File: src/rtl/arb_pkg.sv
// Shared types and constants for the four-requester round-robin arbiter.
// The optional hold timeout is enabled by defining ARB_TIMEOUT_EN.
package arb_pkg;

   typedef enum logic {
      IDLE  = 1'b0,
      GRANT = 1'b1
   } arb_state_t;

   localparam int ARB_NREQ           = 4;
   localparam int ARB_IDW            = 2;
   localparam int ARB_TIMEOUT_CYCLES = 16;

endpackage

File: src/rtl/rr_arbiter_4_onehot_enc.sv
// One-hot to binary encoder for the 4-bit grant vector; all-zero input encodes
// to 0 and is qualified downstream by gnt_valid.
module onehot_enc_4to2
   import arb_pkg::*;
(
   input  logic [ARB_NREQ-1:0] onehot,
   output logic [ARB_IDW-1:0]  bin
);

   assign bin = {onehot[3] | onehot[2], onehot[3] | onehot[1]};

endmodule

File: src/rtl/rr_arbiter_4.sv
// Four-requester round-robin arbiter with grant hold and direct handover.
// Define ARB_TIMEOUT_EN to add forced revocation after TIMEOUT_CYCLES of ownership.
module rr_arbiter_4
   import arb_pkg::*;
#(
   parameter int NREQ           = ARB_NREQ,
   parameter int TIMEOUT_CYCLES = ARB_TIMEOUT_CYCLES
)
(
   input  logic               clk,
   input  logic               rst_n,
   input  logic [NREQ-1:0]    req,
   output logic [NREQ-1:0]    gnt,
   output logic [ARB_IDW-1:0] gnt_id,
   output logic               gnt_valid,
   output logic               timeout
);

   arb_state_t          state_q, state_d;
   logic [ARB_IDW-1:0]  owner_q, owner_d;
   logic [ARB_IDW-1:0]  ptr_q, ptr_d;
   logic [NREQ-1:0]     gnt_q, gnt_d;
   logic                valid_q;
   logic [2:0]          pick;

`ifdef ARB_TIMEOUT_EN
   localparam logic [7:0] HOLD_LAST = 8'(TIMEOUT_CYCLES - 1);
   logic [7:0]          hold_cnt_q, cnt_d;
   logic                timeout_q, timeout_d;
   logic [NREQ-1:0]     others;
`endif

   // Returns {found, index}: first set bit of r searching p, p+1, p+2, p+3 (mod 4).
   // Scanning downward lets the smallest offset overwrite the result last.
   function automatic logic [2:0] rr_pick(input logic [NREQ-1:0] r, input logic [ARB_IDW-1:0] p);
      logic [2:0]         res;
      logic [ARB_IDW-1:0] idx;
      res = '0;
      for (int i = ARB_NREQ - 1; i >= 0; i--) begin
         idx = p + ARB_IDW'(i);
         if (r[idx]) res = {1'b1, idx};
      end
      return res;
   endfunction

   always_comb begin
      state_d = state_q;
      owner_d = owner_q;
      ptr_d   = ptr_q;
      gnt_d   = gnt_q;
      pick    = '0;
`ifdef ARB_TIMEOUT_EN
      cnt_d     = hold_cnt_q;
      timeout_d = 1'b0;
      others    = '0;
`endif
      case (state_q)
         IDLE: begin
            pick = rr_pick(req, ptr_q);
            if (pick[2]) begin
               state_d = GRANT;
               owner_d = pick[1:0];
               ptr_d   = pick[1:0] + 2'd1;
               gnt_d   = NREQ'(1) << pick[1:0];
`ifdef ARB_TIMEOUT_EN
               cnt_d   = '0;
`endif
            end
         end
         GRANT: begin
            // The owner's own bit is low on release, so it can never re-win here.
            if (!req[owner_q]) begin
               pick = rr_pick(req, ptr_q);
               if (pick[2]) begin
                  owner_d = pick[1:0];
                  ptr_d   = pick[1:0] + 2'd1;
                  gnt_d   = NREQ'(1) << pick[1:0];
`ifdef ARB_TIMEOUT_EN
                  cnt_d   = '0;
`endif
               end else begin
                  state_d = IDLE;
                  gnt_d   = '0;
               end
            end
`ifdef ARB_TIMEOUT_EN
            else if (hold_cnt_q == HOLD_LAST) begin
               others = req & ~(NREQ'(1) << owner_q);
               pick   = rr_pick(others, ptr_q);
               cnt_d  = '0;
               if (pick[2]) begin
                  owner_d   = pick[1:0];
                  ptr_d     = pick[1:0] + 2'd1;
                  gnt_d     = NREQ'(1) << pick[1:0];
                  timeout_d = 1'b1;
               end
            end else begin
               cnt_d = hold_cnt_q + 8'd1;
            end
`endif
         end
         default: begin
            state_d = IDLE;
            gnt_d   = '0;
         end
      endcase
   end

   always_ff @(posedge clk or negedge rst_n) begin
      if (!rst_n) begin
         state_q <= IDLE;
         owner_q <= '0;
         ptr_q   <= '0;
         gnt_q   <= '0;
         valid_q <= 1'b0;
      end else begin
         state_q <= state_d;
         owner_q <= owner_d;
         ptr_q   <= ptr_d;
         gnt_q   <= gnt_d;
         valid_q <= |gnt_d;
      end
   end

`ifdef ARB_TIMEOUT_EN
   always_ff @(posedge clk or negedge rst_n) begin
      if (!rst_n) begin
         hold_cnt_q <= '0;
         timeout_q  <= 1'b0;
      end else begin
         hold_cnt_q <= cnt_d;
         timeout_q  <= timeout_d;
      end
   end

   assign timeout = timeout_q;
`else
   assign timeout = 1'b0;
`endif

   assign gnt       = gnt_q;
   assign gnt_valid = valid_q;

   onehot_enc_4to2 u_enc (
      .onehot (gnt_q),
      .bin    (gnt_id)
   );

endmodule
File: config.mk
export PLATFORM = sky130hd
export DESIGN_NAME = rr_arbiter_4
export DESIGN_NICKNAME = d
export VERILOG_FILES = /design/src/rtl/arb_pkg.sv /design/src/rtl/rr_arbiter_4_onehot_enc.sv /design/src/rtl/rr_arbiter_4.sv
export SDC_FILE = /design/constraint.sdc
export NUM_CORES = 1
export LEC_CHECK = 0
export ABC_CLOCK_PERIOD_IN_PS = 2300
export BUFFER_PORTS_ARGS = -buffer_cell sky130_fd_sc_hd__clkbuf_2
export CAP_MARGIN = 20
export CORE_AREA = 2 2 41 43
export CTS_CLUSTER_SIZE = 28
export DETAILED_ROUTE_END_ITERATION = 8
export DIE_AREA = 0 0 43 45
export PLACE_DENSITY = 0.68
export SETUP_SLACK_MARGIN = 0.15
export SLEW_MARGIN = 20
export SYNTH_ARGS = -nofsm -noshare
export SYNTH_HDL_FRONTEND = slang
export SYNTH_SLANG_ARGS = --single-unit
File: constraint.sdc
create_clock -name clk -period 2.3 [get_ports clk]
set_input_delay 0.345 -clock clk [delete_from_list [all_inputs] [get_ports clk]]
set_output_delay 0.345 -clock clk [all_outputs]
set_load 0.03 [all_outputs]
==> results of run 1 <==
flip-flops by register name (all words and copies together), names as in the netlist:
name,count
owner_q,2
ptr_q,2
gnt_valid,1
gnt,4
state_q,1
final cells by class:
cell class	instances	share of cell area
flip-flops and latches	10	0.2939
clock buffers	4	0.04240
inverters	6	0.02632
well taps	16	0.02339
multi-input cells	40	0.4357
repair buffers	23	0.1784
path summary, 6_finish.rpt:
path | endpoint | slack (ns) | cells after the start
max | gnt_valid | -0.05 | 8
min reg2reg | owner_q[1] | 0.52 | 1
min in group clk | state_q | 0.49 | 4
min | owner_q[0] | 0.47 | 2
max reg2reg | gnt_valid | -0.05 | 8
max in group asynchronous | ptr_q[1] | 1.61 | 2
per-stage QoR:
step / utilization / setup TNS (ns) / cells / hold slack (ns) / total power (W)
6_report: 0.5816 / -0.04973 / 99 / 0.4744 / 0.001061
3_5_place_dp: 0.5221 / -0.1550 / 91 / 0.2233 / 0.0008397
4_1_cts: 0.5740 / -0.1046 / 98 / 0.4709 / 0.001049
5_1_grt: 0.5816 / -0.1720 / 99 / 0.4872 / 0.001142
3_3_place_gp: 0.5221 / -0.1405 / 91 / 0.2227 / 0.0008266
2_1_floorplan: - / -0.04355 / 57 / 0.04941 / 0.0006848
worst register-to-register path, cell delays in order (launching register included):
cell and delay (ns):
dfrtp_2 0.44, buf_4 0.15, nor3b_2 0.17, a221oi_2 0.06
buf_4 0.15, ha_1 0.20, mux2_2 0.26, a221o_1 0.31
or4_1 0.49
repair_timing:
item / CTS / global route
setup buffers: 2 / 1
gates resized for setup: 5 / 1
hold buffers: 1 / 0
endpoints found under the setup margin: 1 / 2
pin swaps: 6 / 6
endpoints found under the hold margin: 10 / 0
synthesized netlist by cell type (all sizes together):
cell type / instances
buf: 1
mux2: 5
inv: 6
o2bb2a: 1
and3: 3
or2: 2
and2: 1
o21a: 1
nand2b: 2
o21ai: 2
mux2i: 2
mux4: 1
a221oi: 1
nor4: 1
nand2: 2
or4: 1
a21oi: 3
a21bo: 1
nor2: 1
nor3b: 1
dfrtp: 10
ha: 4
conb: 1
a221o: 4
cell usage in the layout, fill, tap and decap left out, types with 2 or more instances in the layout:
| master | instances |
|---|---|
| mux2i_1 | 2 |
| inv_1 | 5 |
| buf_6 | 2 |
| clkbuf_2 | 12 |
| ha_2 | 2 |
| a21oi_1 | 3 |
| dfrtp_1 | 9 |
| nand2_1 | 2 |
| a221o_1 | 4 |
| or2_2 | 2 |
| mux2_1 | 2 |
| ha_1 | 2 |
| mux2_2 | 2 |
| clkbuf_4 | 3 |
| and3_1 | 3 |
| buf_4 | 8 |
| nand2b_1 | 2 |
cells by family after synthesis:
logic type | share of synthesized area
flip-flops | 0.3960
multiplexers | 0.1564
other | 0.005935
adder cells (fa/ha/maj) | 0.07921
buffers and inverters | 0.04753
AO/OA/AOI/OAI | 0.1604
AND/OR/NAND/NOR | 0.1545
power by group through the flow:
stage | Clock [W] | Sequential [W] | Combinational (W)
floorplan | 0 | 0.000367 | 0.000318
global placement | 0 | 0.000309 | 0.000518
detailed placement | 0 | 0.000314 | 0.000526
CTS | 0.000160 | 0.000311 | 0.000578
global route | 0.000171 | 0.000323 | 0.000648
finish | 0.000155 | 0.000313 | 0.000594
layer usage:
metal / share of wire / up-vias / wire, um
met1: 0.44 / 248 / 526
met5: 0 / - / 0
li1: - / 262 / -
met2: 0.52 / 12 / 617
met3: 0.044 / 0 / 53
met4: 0 / 0 / 0
==> flow_metrics.tcl, run 1 <==
set metrics [dict create \
    final_area_sq_um 855.8 \
    grt_overflow 0 \
    netlist_instances 57 \
    critPathKind "flop to flop" \
    core_area_sq_mm 0.001471 \
    fin_ws_ns -0.04973 \
    leakage_nw 0.4315 \
    setup_violations 1 \
    first_pass_iters 4 \
    end_kind "flop" \
    ys_warn_count 0 \
    worstPathRequired_ns 2.43 \
    crit_slowest_cell "or4_1" \
    vias 522 \
    clk_path_buf_depth 2 \
    io_buffers 12 \
    yosys-top-cells-area "dfrtp_1 (40%), ha_1 (7.9%), a221o_1 (6.3%)" \
    finalCritPeriodShare 1.022 \
    crit_top_cell "buf_4" \
    power.switching_w 0.0004262 \
    ys_types 27 \
    cts.clk_slew.worst_paths_ns 0.07 \
    use_met1 0.1717 \
    clk_latency_ns 0.26 \
    wl_per_cell_um 12.09 \
    status "complete, but fails checks" \
    p_int_w 0.0006351 \
    grt_max_degree 11 \
    cts_tree "yes" \
    multi_input_area_sq_um 372.9 \
    use_met3 0.06000 \
    grt_pass1_vias 474 \
    yosysTopAreaCell "dfrtp_1" \
    rows 14 \
    period_minus_slack_ns 2.350 \
    p_clk_frac 0.146 \
    pre_cts_slack_ns -0.1550 \
    cts_root_buf "clkbuf_4" \
    hp-class "input port to asynchronous set/reset pin" \
    dp.final_hpwl_um 947.4 \
    critPathMaxFanout 5 \
    grt_pass1_wl_um 2028 \
    place_congestion 0.7797 \
    hold_viol_final 0 \
    rsz0062_at_grt "true" \
    seqCellArea_sq_um 251.5 \
    violations "setup timing" \
    place_area_sq_um 768.2 \
    syn_to_final_growth_pct 35.45 \
    power_density_mw_per_mm2 1240 \
    r2r-start "ptr_q[1]" \
    synth_fp_nets 67 \
    synth_area_sq_um 631.9 \
    yosys_register_bits 10 \
    cts.sinks 10 \
    htreeDepth 1 \
    die_y_um 45 \
    busiest_layer "met2" \
    maxCapViolations 0 \
    ios 14 \
    vdd_drop_max_uv 575.1 \
    initial_core_util 0.4294 \
    final_antenna_net_count 0 \
    grt_use_met2 0.2394 \
    remaining_drc_errors 0 \
    p_comb_frac 0.559 \
    startpoint "ptr_q[1]" \
    first_iter_violations 4 \
    path_cells "buf_4 -> nor3b_2 -> a221oi_2 -> buf_4 -> ha_1 -> mux2_2 -> a221o_1 -> or4_1" \
    synth_top_cell_area_share 0.3960 \
    crit_path_start_kind "flop" \
    syn_avg_cell_area_sq_um 11.09 \
    slowest_delay_ns 0.49 \
    routed_wl_um 1197 \
    drive_above_1_share 0.4819 \
    viasPerCell 5.273 \
    switching_share 0.4016 \
    cp_num_buf_inv 2 \
    gr-usage-all-layers 0.1429 \
    die_w_um 43 \
    antenna_found_initial 0 \
    clock-skew-final_ns 0.004388 \
    drv_slew 0 \
    critPathTopFamily "simple AND/OR/NAND/NOR gates" \
    power.share.sequential 0.295 \
    cts_buffers 3 \
    yosysSeqAreaShare 0.3960 \
    dieArea_sq_mm 0.001935 \
    critPathArrivalTime_ns 2.48 \
    clock.fmax_mhz 425.6 \
    num-fill-cells 131 \
    diodes 0 \
    nets 94 \
]
Power figures use the tool's default switching activity.
==> run 2: changes to the inputs <==
--- a/config.mk
+++ b/config.mk
@@ -13,6 +13,7 @@
 export DETAILED_ROUTE_END_ITERATION = 8
 export DIE_AREA = 0 0 43 45
 export PLACE_DENSITY = 0.68
+export RECOVER_POWER = 100
 export SETUP_SLACK_MARGIN = 0.15
 export SLEW_MARGIN = 20
 export SYNTH_ARGS = -nofsm -noshare
==> flow_metrics.tcl, run 2 (synthesis results as in run 1) <==
set metrics [dict create \
    mostFrequentLayoutCells "dfrtp_1 (9), clkbuf_1 (8), buf_4 (8)" \
    worst_pin_slew_ns 0.5421 \
    cts_tree "yes" \
    end_kind "flop" \
    nets 94 \
    routed_wl_um 1203 \
    seqCellArea_sq_um 251.5 \
    leakage_nw 0.4065 \
    dieArea_sq_mm 0.001935 \
    hold_depth 4 \
    place_congestion 0.7797 \
    final_area_sq_um 845.8 \
    largest_register_ffs 4 \
    drv_slew 0 \
    first_pass_iters 6 \
    power_w 0.001047 \
    num-fill-cells 138 \
    clock-skew-final_ns 0.004083 \
    grt_pass1_wl_um 2028 \
    cts_root_buf "clkbuf_4" \
    setup_violations 1 \
    slew_headroom 0.6386 \
    core_area_sq_mm 0.001471 \
    final_common_cell "dfrtp_1" \
    hp-class "input port to flop" \
    htreeDepth 1 \
    vdd_drop_max_uv 574.0 \
    die_y_um 45 \
    gr-usage-all-layers 0.1429 \
    r2r_end "gnt_valid" \
    r2r_cells 8 \
    viasPerCell 5.273 \
    place_area_sq_um 768.2 \
    min_from "req[3]" \
    whs_ns 0.4916 \
    dp.final_hpwl_um 947.4 \
    multi_input_area_sq_um 372.9 \
    whs_endpoint "state_q" \
    vias 522 \
    finalCritPeriodShare 1.022 \
    wl_per_cell_um 12.15 \
    worstPathRequired_ns 2.43 \
    ios 14 \
    io_buffers 12 \
    maxCapViolations 0 \
    fin_ws_ns -0.05007 \
    grt_overflow 0 \
    r2r-start "ptr_q[1]" \
    die_w_um 43 \
    first_iter_violations 4 \
    clk_latency_ns 0.26 \
    grt_pass1_vias 474 \
    antenna_found_initial 0 \
    violations "setup timing" \
    place_inst 91 \
    cts_buffers 3 \
    crit_path_start_kind "flop" \
    status "complete, but fails checks" \
    layoutNonFillerInstCount 99 \
    diodes 0 \
    reg2reg_slack_ns -0.05 \
    initial_core_util 0.4294 \
    syn_to_final_growth_pct 33.86 \
    hold_viol_final 0 \
    rows 14 \
    clk_path_buf_depth 2 \
    cts.clk_slew.worst_paths_ns 0.06 \
    grt_max_degree 11 \
    critPathArrivalTime_ns 2.48 \
    power_density_mw_per_mm2 1238 \
    clock.fmax_mhz 425.5 \
    critPathMaxFanout 5 \
    critPathKind "flop to flop" \
    remaining_drc_errors 0 \
    drive_above_1_share 0.3855 \
    cts.sinks 10 \
    rsz0062_at_grt "true" \
    period_minus_slack_ns 2.350 \
    final_antenna_net_count 0 \
]
## run 2: worst max-delay path by stage
stage              from   endpoint  cells after the start
4_1_cts        ptr_q[1]  gnt_valid                      7
2_1_floorplan  ptr_q[1]  gnt_valid                      7
5_1_grt        ptr_q[1]  gnt_valid                      7
3_5_place_dp     req[1]  gnt_valid                      8
3_3_place_gp     req[0]  gnt_valid                      8
6_report       ptr_q[1]  gnt_valid                      8
## run 2: stage by stage
stage / setup slack [ns] / TNS [ns] / utilization
floorplan: -0.04355 / -0.04355 / -
global placement: -0.1405 / -0.1405 / 0.5221
detailed placement: -0.1550 / -0.1550 / 0.5221
CTS: -0.1046 / -0.1046 / 0.5740
global route: -0.1624 / -0.1720 / 0.5748
finish: -0.05007 / -0.05007 / 0.5748
## run 2: critical path: stages (launching register included)
cell	delay, ns
dfrtp_2	0.44
buf_4	0.15
nor3b_2	0.17
a221oi_2	0.06
buf_4	0.15
ha_1	0.20
mux2_2	0.26
a221o_1	0.31
or4_1	0.49
## run 2: metal layers
metal  part of all wire  GRT usage
met3              0.052    0.06000
met1               0.44     0.1717
met5                  0          0
met4                  0    0.03636
met2               0.51     0.2394
## run 2: timing repair
action	in CTS	in global routing
hold endpoints to repair	10	0
gates resized for setup	5	1
endpoints found under the setup margin	1	2
pin swaps	6	6
buffers inserted	2	1
hold buffers	1	0
## run 2: final cells by class
cell class,count,area share
Multi-Input combinational cell,40,0.4408
Sequential cell,10,0.2973
Timing Repair Buffer,23,0.1686
Clock buffer,4,0.04290
Inverter,6,0.02663
Tap cell,16,0.02367
## run 2: power by group
part	internal, W	total, W	leakage [nW]	switching [W]
Combinational	0.000274	0.000581	0.267	0.000307
Clock	0.0000961	0.000154	0.0210	0.0000584
Sequential	0.000251	0.000312	0.118	0.0000608
